`src/rtl/median_3x3_filter_if.sv`:
```
// Window/median handshake bundle for median_3x3_filter.
// master: window producer / result consumer side; slave: the filter itself.
interface median_3x3_filter_if;
  logic       done_i;
  logic [7:0] data0_i;
  logic [7:0] data1_i;
  logic [7:0] data2_i;
  logic [7:0] data3_i;
  logic [7:0] data4_i;
  logic [7:0] data5_i;
  logic [7:0] data6_i;
  logic [7:0] data7_i;
  logic [7:0] data8_i;
  logic [7:0] data_o;
  logic       done_o;
  logic       frame_done_o;

  modport master (
    output done_i, data0_i, data1_i, data2_i, data3_i, data4_i, data5_i, data6_i, data7_i,
           data8_i,
    input  data_o, done_o, frame_done_o
  );

  modport slave (
    input  done_i, data0_i, data1_i, data2_i, data3_i, data4_i, data5_i, data6_i, data7_i,
           data8_i,
    output data_o, done_o, frame_done_o
  );
endinterface

```
`src/rtl/median_3x3_filter.sv`:
```
// 3x3 median filter: input capture, row sort, column reduce, final median.
// Result appears 3 cycles after the edge that samples done_i; frame position tracked per output.
// Optional macro MEDIAN_BORDER_ZERO_EN forces frame-border outputs to zero.
module median_3x3_filter #(
  parameter int unsigned WIDTH  = 640,
  parameter int unsigned HEIGHT = 480
) (
  input logic                clk,
  input logic                rst,
  median_3x3_filter_if.slave bus
);

  localparam int unsigned CW = $clog2(WIDTH);
  localparam int unsigned RW = $clog2(HEIGHT);
  localparam logic [CW-1:0] ColLast = CW'(WIDTH - 1);
  localparam logic [RW-1:0] RowLast = RW'(HEIGHT - 1);

  function automatic logic [7:0] max2(input logic [7:0] a, input logic [7:0] b);
    return (a > b) ? a : b;
  endfunction

  function automatic logic [7:0] min2(input logic [7:0] a, input logic [7:0] b);
    return (a < b) ? a : b;
  endfunction

  function automatic logic [7:0] med3(input logic [7:0] a, input logic [7:0] b,
                                      input logic [7:0] c);
    return max2(min2(a, b), min2(max2(a, b), c));
  endfunction

  logic [8:0][7:0] win_d, win_q;
  logic            v0_q, v1_q, v2_q;
  logic [2:0][7:0] lo_d, mi_d, hi_d, lo_q, mi_q, hi_q;
  logic [7:0]      red_lo_d, red_mi_d, red_hi_d, red_lo_q, red_mi_q, red_hi_q;
  logic [7:0]      data_d, data_q;
  logic            done_q, frame_d, frame_q;
  logic [CW-1:0]   col_d, col_q;
  logic [RW-1:0]   row_d, row_q;

  assign win_d = {bus.data8_i, bus.data7_i, bus.data6_i, bus.data5_i, bus.data4_i,
                  bus.data3_i, bus.data2_i, bus.data1_i, bus.data0_i};

  // Row sort of the captured window into low/mid/high per row
  always_comb begin
    lo_d = '0;
    mi_d = '0;
    hi_d = '0;
    for (int r = 0; r < 3; r++) begin
      lo_d[r] = min2(min2(win_q[3*r], win_q[3*r+1]), win_q[3*r+2]);
      mi_d[r] = med3(win_q[3*r], win_q[3*r+1], win_q[3*r+2]);
      hi_d[r] = max2(max2(win_q[3*r], win_q[3*r+1]), win_q[3*r+2]);
    end
  end

  // Column reduction: the median must lie between these three candidates
  always_comb begin
    red_lo_d = max2(max2(lo_q[0], lo_q[1]), lo_q[2]);
    red_mi_d = med3(mi_q[0], mi_q[1], mi_q[2]);
    red_hi_d = min2(min2(hi_q[0], hi_q[1]), hi_q[2]);
  end

  // Final median, frame position bookkeeping and optional border blanking
  always_comb begin
    data_d  = med3(red_lo_q, red_mi_q, red_hi_q);
    frame_d = v2_q && (col_q == ColLast) && (row_q == RowLast);
    col_d   = col_q;
    row_d   = row_q;
`ifdef MEDIAN_BORDER_ZERO_EN
    if ((col_q == '0) || (col_q == ColLast) || (row_q == '0) || (row_q == RowLast)) begin
      data_d = 8'h00;
    end
`endif
    if (v2_q) begin
      if (col_q == ColLast) begin
        col_d = '0;
        row_d = (row_q == RowLast) ? '0 : row_q + RW'(1);
      end else begin
        col_d = col_q + CW'(1);
      end
    end
  end

  // Pipeline registers; each stage loads only when its valid bit is set
  always_ff @(posedge clk or negedge rst) begin
    if (!rst) begin
      win_q    <= '0;
      v0_q     <= 1'b0;
      v1_q     <= 1'b0;
      v2_q     <= 1'b0;
      lo_q     <= '0;
      mi_q     <= '0;
      hi_q     <= '0;
      red_lo_q <= '0;
      red_mi_q <= '0;
      red_hi_q <= '0;
      data_q   <= '0;
      done_q   <= 1'b0;
      frame_q  <= 1'b0;
      col_q    <= '0;
      row_q    <= '0;
    end else begin
      v0_q    <= bus.done_i;
      v1_q    <= v0_q;
      v2_q    <= v1_q;
      done_q  <= v2_q;
      frame_q <= frame_d;
      col_q   <= col_d;
      row_q   <= row_d;
      if (bus.done_i) win_q <= win_d;
      if (v0_q) begin
        lo_q <= lo_d;
        mi_q <= mi_d;
        hi_q <= hi_d;
      end
      if (v1_q) begin
        red_lo_q <= red_lo_d;
        red_mi_q <= red_mi_d;
        red_hi_q <= red_hi_d;
      end
      if (v2_q) data_q <= data_d;
    end
  end

  assign bus.data_o       = data_q;
  assign bus.done_o       = done_q;
  assign bus.frame_done_o = frame_q;

endmodule

```
`src/flat_wrapper.sv`:
```
// flat-port wrapper written by rule: the top's interface ports become plain ports
module median_3x3_filter_flat 
#(
  parameter int unsigned WIDTH  = 640,
  parameter int unsigned HEIGHT = 480
)
  (clk, rst, bus_done_i, bus_data0_i, bus_data1_i, bus_data2_i, bus_data3_i, bus_data4_i, bus_data5_i, bus_data6_i, bus_data7_i, bus_data8_i, bus_data_o, bus_done_o, bus_frame_done_o);
  median_3x3_filter_if bus_i ();
  input logic clk;
  input logic rst;
  input wire logic [$bits(bus_i.done_i)-1:0] bus_done_i;
  input wire logic [$bits(bus_i.data0_i)-1:0] bus_data0_i;
  input wire logic [$bits(bus_i.data1_i)-1:0] bus_data1_i;
  input wire logic [$bits(bus_i.data2_i)-1:0] bus_data2_i;
  input wire logic [$bits(bus_i.data3_i)-1:0] bus_data3_i;
  input wire logic [$bits(bus_i.data4_i)-1:0] bus_data4_i;
  input wire logic [$bits(bus_i.data5_i)-1:0] bus_data5_i;
  input wire logic [$bits(bus_i.data6_i)-1:0] bus_data6_i;
  input wire logic [$bits(bus_i.data7_i)-1:0] bus_data7_i;
  input wire logic [$bits(bus_i.data8_i)-1:0] bus_data8_i;
  output wire logic [$bits(bus_i.data_o)-1:0] bus_data_o;
  output wire logic [$bits(bus_i.done_o)-1:0] bus_done_o;
  output wire logic [$bits(bus_i.frame_done_o)-1:0] bus_frame_done_o;
  assign bus_i.done_i = bus_done_i;
  assign bus_i.data0_i = bus_data0_i;
  assign bus_i.data1_i = bus_data1_i;
  assign bus_i.data2_i = bus_data2_i;
  assign bus_i.data3_i = bus_data3_i;
  assign bus_i.data4_i = bus_data4_i;
  assign bus_i.data5_i = bus_data5_i;
  assign bus_i.data6_i = bus_data6_i;
  assign bus_i.data7_i = bus_data7_i;
  assign bus_i.data8_i = bus_data8_i;
  assign bus_data_o = bus_i.data_o;
  assign bus_done_o = bus_i.done_o;
  assign bus_frame_done_o = bus_i.frame_done_o;
  median_3x3_filter #(.WIDTH(WIDTH), .HEIGHT(HEIGHT)) u_core (.clk(clk), .rst(rst), .bus(bus_i));
endmodule
```
`config.mk`:
```
export PLATFORM = sky130hd
export DESIGN_NAME = median_3x3_filter_flat
export DESIGN_NICKNAME = d
export VERILOG_FILES = /design/src/rtl/median_3x3_filter_if.sv /design/src/rtl/median_3x3_filter.sv /design/src/flat_wrapper.sv
export SDC_FILE = /design/constraint.sdc
export NUM_CORES = 1
export LEC_CHECK = 0
export ABC_AREA = 1
export BUFFER_PORTS_ARGS = -buffer_cell sky130_fd_sc_hd__buf_2
export CAP_MARGIN = 20
export CORE_MARGIN = 5
export CORE_UTILIZATION = 40
export CTS_CLUSTER_DIAMETER = 60
export CTS_CLUSTER_SIZE = 28
export DETAILED_ROUTE_END_ITERATION = 8
export MAX_ROUTING_LAYER = met4
export SLEW_MARGIN = 10
export SYNTH_ARGS = -nofsm -noshare
export SYNTH_HDL_FRONTEND = slang
export SYNTH_SLANG_ARGS = --single-unit
```
`constraint.sdc`:
```
create_clock -name clk -period 4.8 [get_ports clk]
set_input_delay 0.72 -clock clk [delete_from_list [all_inputs] [get_ports clk]]
set_output_delay 0.72 -clock clk [all_outputs]
set_load 0.03 [all_outputs]
```
==> impl_metrics.ini <==
[status]
run_status = complete, no violations

[pwr]
power-per-cell-area_nw_per_um2 = 761
peakVddDrop_mv = 0.538
p_leak_nw = 8.26
power_mw = 12.4

[layout]
share_of_final_layout_standard_cells_stronger_than_drive_strength_1_pct = 12.7
utilization_pct = 44.8
diodes = 0
nNetsFinal = 2250
fillCellCount = 3681
layout_commonest_cell = sky130_fd_sc_hd__nand2_1
total_area_of_multi_input_combinational_cells_um2 = 8390
layout.cells.most_common_list = sky130_fd_sc_hd__nand2_1 (522), sky130_fd_sc_hd__inv_1 (246), sky130_fd_sc_hd__o21ai_0 (214)
area_growth_syn_to_layout_pct = 11.4
layout.area.seq_um2 = 5010

[yosys]
synthDominantCellAreaShare_pct = 34.3
dominantRegCellSynth = sky130_fd_sc_hd__dfrtp_1
seq_area_frac_synth_pct = 34.3
ys.warnings.count = 0
average_cell_area_after_synthesis_um2 = 7.55
edff_count_synth = 0
synth.lib_cells_used.distinct = 48
postSynthCellCount = 1930
syn_area_um2 = 14600
synth.ff_latch_count = 200
mappedNetlistNets = 2176
synthTopCellsByArea = sky130_fd_sc_hd__dfrtp_1 (34%), sky130_fd_sc_hd__ha_1 (15%), sky130_fd_sc_hd__nand2_1 (13%), sky130_fd_sc_hd__o21ai_0 (7.3%), sky130_fd_sc_hd__inv_1 (6.3%)
synth_top_cell_by_area = sky130_fd_sc_hd__dfrtp_1
async_flop_share_pct = 100

[setup_path]
regToRegStartpoint = u_core.win_q[59]$_DFFE_PN0P_
end_kind = flip-flop
worstReg2RegEnd = u_core.mi_q[20]$_DFFE_PN0P_
required_ns = 5.10
worst-r2r-cell-count = 21
worst-r2r-setup-slack_ns = 0.36
arrival_ns = 4.74
startpoint_type = flip-flop
cp_class = flip-flop to flip-flop
cp_max_fo = 18

[floorplan]
start_util_pct = 40.2
dieArea_um2 = 40400
die_width_um = 201
fp.coreArea_um2 = 36300
ioPinCount = 85
placement_rows = 70
die_height_um = 201

[clock_network]
max-clock-path-buffers = 2
cts_made_buffers = 17
post_cts_hold_buffer_count = 0
cts-root-buf = sky130_fd_sc_hd__clkbuf_16
clk-insertion-delay-late_ns = 0.46
cts.clk_slew.worst_paths_ns = 0.08
h-tree-depth = 4
tritoncts_clock_tree = built
cts_sinks = 200

[place]
place_hpwl_um = 28600
finalWeightedCongestion = 0.899
port_buffers = 84

[timing]
worst-slew-pin-transition_ns = 1.02
final.period_utilization_pct = 92.6
timing.fmax_mhz = 225
finalHoldWorstSlack_ns = 0.288
hold_viol = 0
maxSlewViolCount = 0
final_critical_period_ns = 4.44
clock-skew-final_ns = 0.0152
slew_headroom_pct = 31.8
setup_violations = 0

[route]
detailroute.via_count = 12691
drt-total-wl_um = 36800
detail_route.first_pass.iterations = 5
routedWlPerCell_um = 14.8
antenna_left = 0
drt-vias-per-instance = 5.11
detailedRoute.firstIterationViolations = 718
drc = 0

[min_path]
min_path_type = input port to asynchronous set/reset pin

[grt]
groute.usage.overall_pct = 18.7
wire_length_of_the_first_global_routing_pass_um = 60900
largest_net_degree_at_the_start_of_global_routing = 91
antenna_found_initial = 0
vias_in_the_first_global_route = 12284
global_route.overflow_total = 0

[run]
max_cap_viol_count = 0
[cells in the mapped netlist (2+ instances only)]
master	number
sky130_fd_sc_hd__a211oi_1	3
sky130_fd_sc_hd__a211oi_2	6
sky130_fd_sc_hd__a21o_1	2
sky130_fd_sc_hd__a21oi_1	105
sky130_fd_sc_hd__a32oi_1	2
sky130_fd_sc_hd__and2_1	16
sky130_fd_sc_hd__buf_1	4
sky130_fd_sc_hd__buf_2	10
sky130_fd_sc_hd__buf_4	3
sky130_fd_sc_hd__buf_6	6
sky130_fd_sc_hd__clkbuf_1	38
sky130_fd_sc_hd__dfrtp_1	200
sky130_fd_sc_hd__ha_1	171
sky130_fd_sc_hd__inv_1	246
sky130_fd_sc_hd__inv_2	3
sky130_fd_sc_hd__nand2_1	522
sky130_fd_sc_hd__nand2_2	13
sky130_fd_sc_hd__nand2_4	13
sky130_fd_sc_hd__nand3_1	111
sky130_fd_sc_hd__nand3b_1	7
sky130_fd_sc_hd__nand4_1	14
sky130_fd_sc_hd__nor2_1	78
sky130_fd_sc_hd__nor2_2	4
sky130_fd_sc_hd__nor3_1	7
sky130_fd_sc_hd__o211ai_1	22
sky130_fd_sc_hd__o21a_1	10
sky130_fd_sc_hd__o21ai_0	214
sky130_fd_sc_hd__o21ai_1	20
sky130_fd_sc_hd__o21ai_2	50
sky130_fd_sc_hd__o21ai_4	3
sky130_fd_sc_hd__o221ai_1	4
sky130_fd_sc_hd__o221ai_4	2
sky130_fd_sc_hd__o31ai_4	2
sky130_fd_sc_hd__or2_2	2
sky130_fd_sc_hd__xor2_1	4
[metal layers]
layer  GRT usage, %  part of all wire (%)  vias up
met5              -                     0        -
met4           4.67                   1.9        0
met3           2.83                   3.4       38
met2           30.2                    47      211
met1           24.8                    48     5901
li1               -                     -     6541
[cells by family after synthesis]
group / synth area share, %
DFF: 34.3
xor gates and xnor gates: 0.240
buffers and inverters: 8.48
adders and majority gates: 14.7
AOI/OAI and AO/OA: 18.9
and+or+nand+nor: 23.4
[stage by stage]
step	worst slack (ns)	setup TNS, ns	cell area [um^2]	cells
4_1_cts	0.0730	0	16100	2479
3_3_place_gp	0.183	0	15500	2447
5_1_grt	-0.00898	-0.00898	16200	2485
6_report	0.356	0	16200	2485
2_1_floorplan	0.532	0	14600	1930
3_5_place_dp	-0.00349	-0.00349	15500	2447
[final cells by class]
class	instances	area share, %
Clock buffer	17	2.62
Clock inverter	15	1.22
Inverter	250	5.78
Multi-Input combinational cell	1420	51.6
Sequential cell	200	30.8
Tap cell	468	3.60
Timing Repair Buffer	115	4.32
[registers in the layout, indices dropped and copies added (netlist names), 8 cells and up]
name	flops
u_core.win_q	72
u_core.hi_q	24
u_core.lo_q	24
u_core.mi_q	24
u_core.col_q	10
u_core.row_q	9
u_core.bus.data_o	8
u_core.red_hi_q	8
u_core.red_lo_q	8
u_core.red_mi_q	8
[how the worst max path moves through the flow]
stage | start | end | slack (ns)
6_report | u_core.win_q[59]$_DFFE_PN0P_ | u_core.mi_q[20]$_DFFE_PN0P_ | 0.36
5_1_grt | u_core.win_q[39]$_DFFE_PN0P_ | u_core.mi_q[14]$_DFFE_PN0P_ | -0.009
4_1_cts | u_core.win_q[15]$_DFFE_PN0P_ | u_core.mi_q[2]$_DFFE_PN0P_ | 0.07
3_5_place_dp | u_core.win_q[63]$_DFFE_PN0P_ | u_core.mi_q[21]$_DFFE_PN0P_ | -0.003
3_3_place_gp | u_core.win_q[63]$_DFFE_PN0P_ | u_core.mi_q[22]$_DFFE_PN0P_ | 0.18
2_1_floorplan | u_core.win_q[15]$_DFFE_PN0P_ | u_core.mi_q[7]$_DFFE_PN0P_ | 0.53
[critical path: stages (launching register included)]
cell,delay (ns)
sky130_fd_sc_hd__dfrtp_1,0.38
sky130_fd_sc_hd__inv_1,0.06
sky130_fd_sc_hd__ha_1,0.29
sky130_fd_sc_hd__nand2_1,0.15
sky130_fd_sc_hd__o21ai_1,0.17
sky130_fd_sc_hd__nand2_1,0.10
sky130_fd_sc_hd__nand2_4,0.19
sky130_fd_sc_hd__o21ai_4,0.14
sky130_fd_sc_hd__nand2_1,0.10
sky130_fd_sc_hd__o21ai_2,0.07
sky130_fd_sc_hd__ha_1,0.30
sky130_fd_sc_hd__nand2_1,0.11
sky130_fd_sc_hd__o21a_1,0.24
sky130_fd_sc_hd__o221ai_4,0.32
sky130_fd_sc_hd__buf_4,0.23
sky130_fd_sc_hd__o21ai_2,0.08
sky130_fd_sc_hd__ha_1,0.32
sky130_fd_sc_hd__nand4_1,0.21
sky130_fd_sc_hd__o221ai_2,0.31
sky130_fd_sc_hd__o21ai_4,0.18
sky130_fd_sc_hd__o211ai_1,0.20
sky130_fd_sc_hd__o21ai_0,0.11
[where the power goes]
group / internal, mW / switching, mW
clock network: 0.719 / 0.805
logic: 3.07 / 5.25
registers: 2.18 / 0.341
total: 5.97 / 6.40
[what timing repair did]
action / in CTS / in global routing
pin swaps: 0 / 4
setup buffers: 0 / 5
gates resized for setup: 1 / 5
setup endpoints to repair: 1 / 24
cloned: 0 / 1
(Power assumes the default switching activity.)
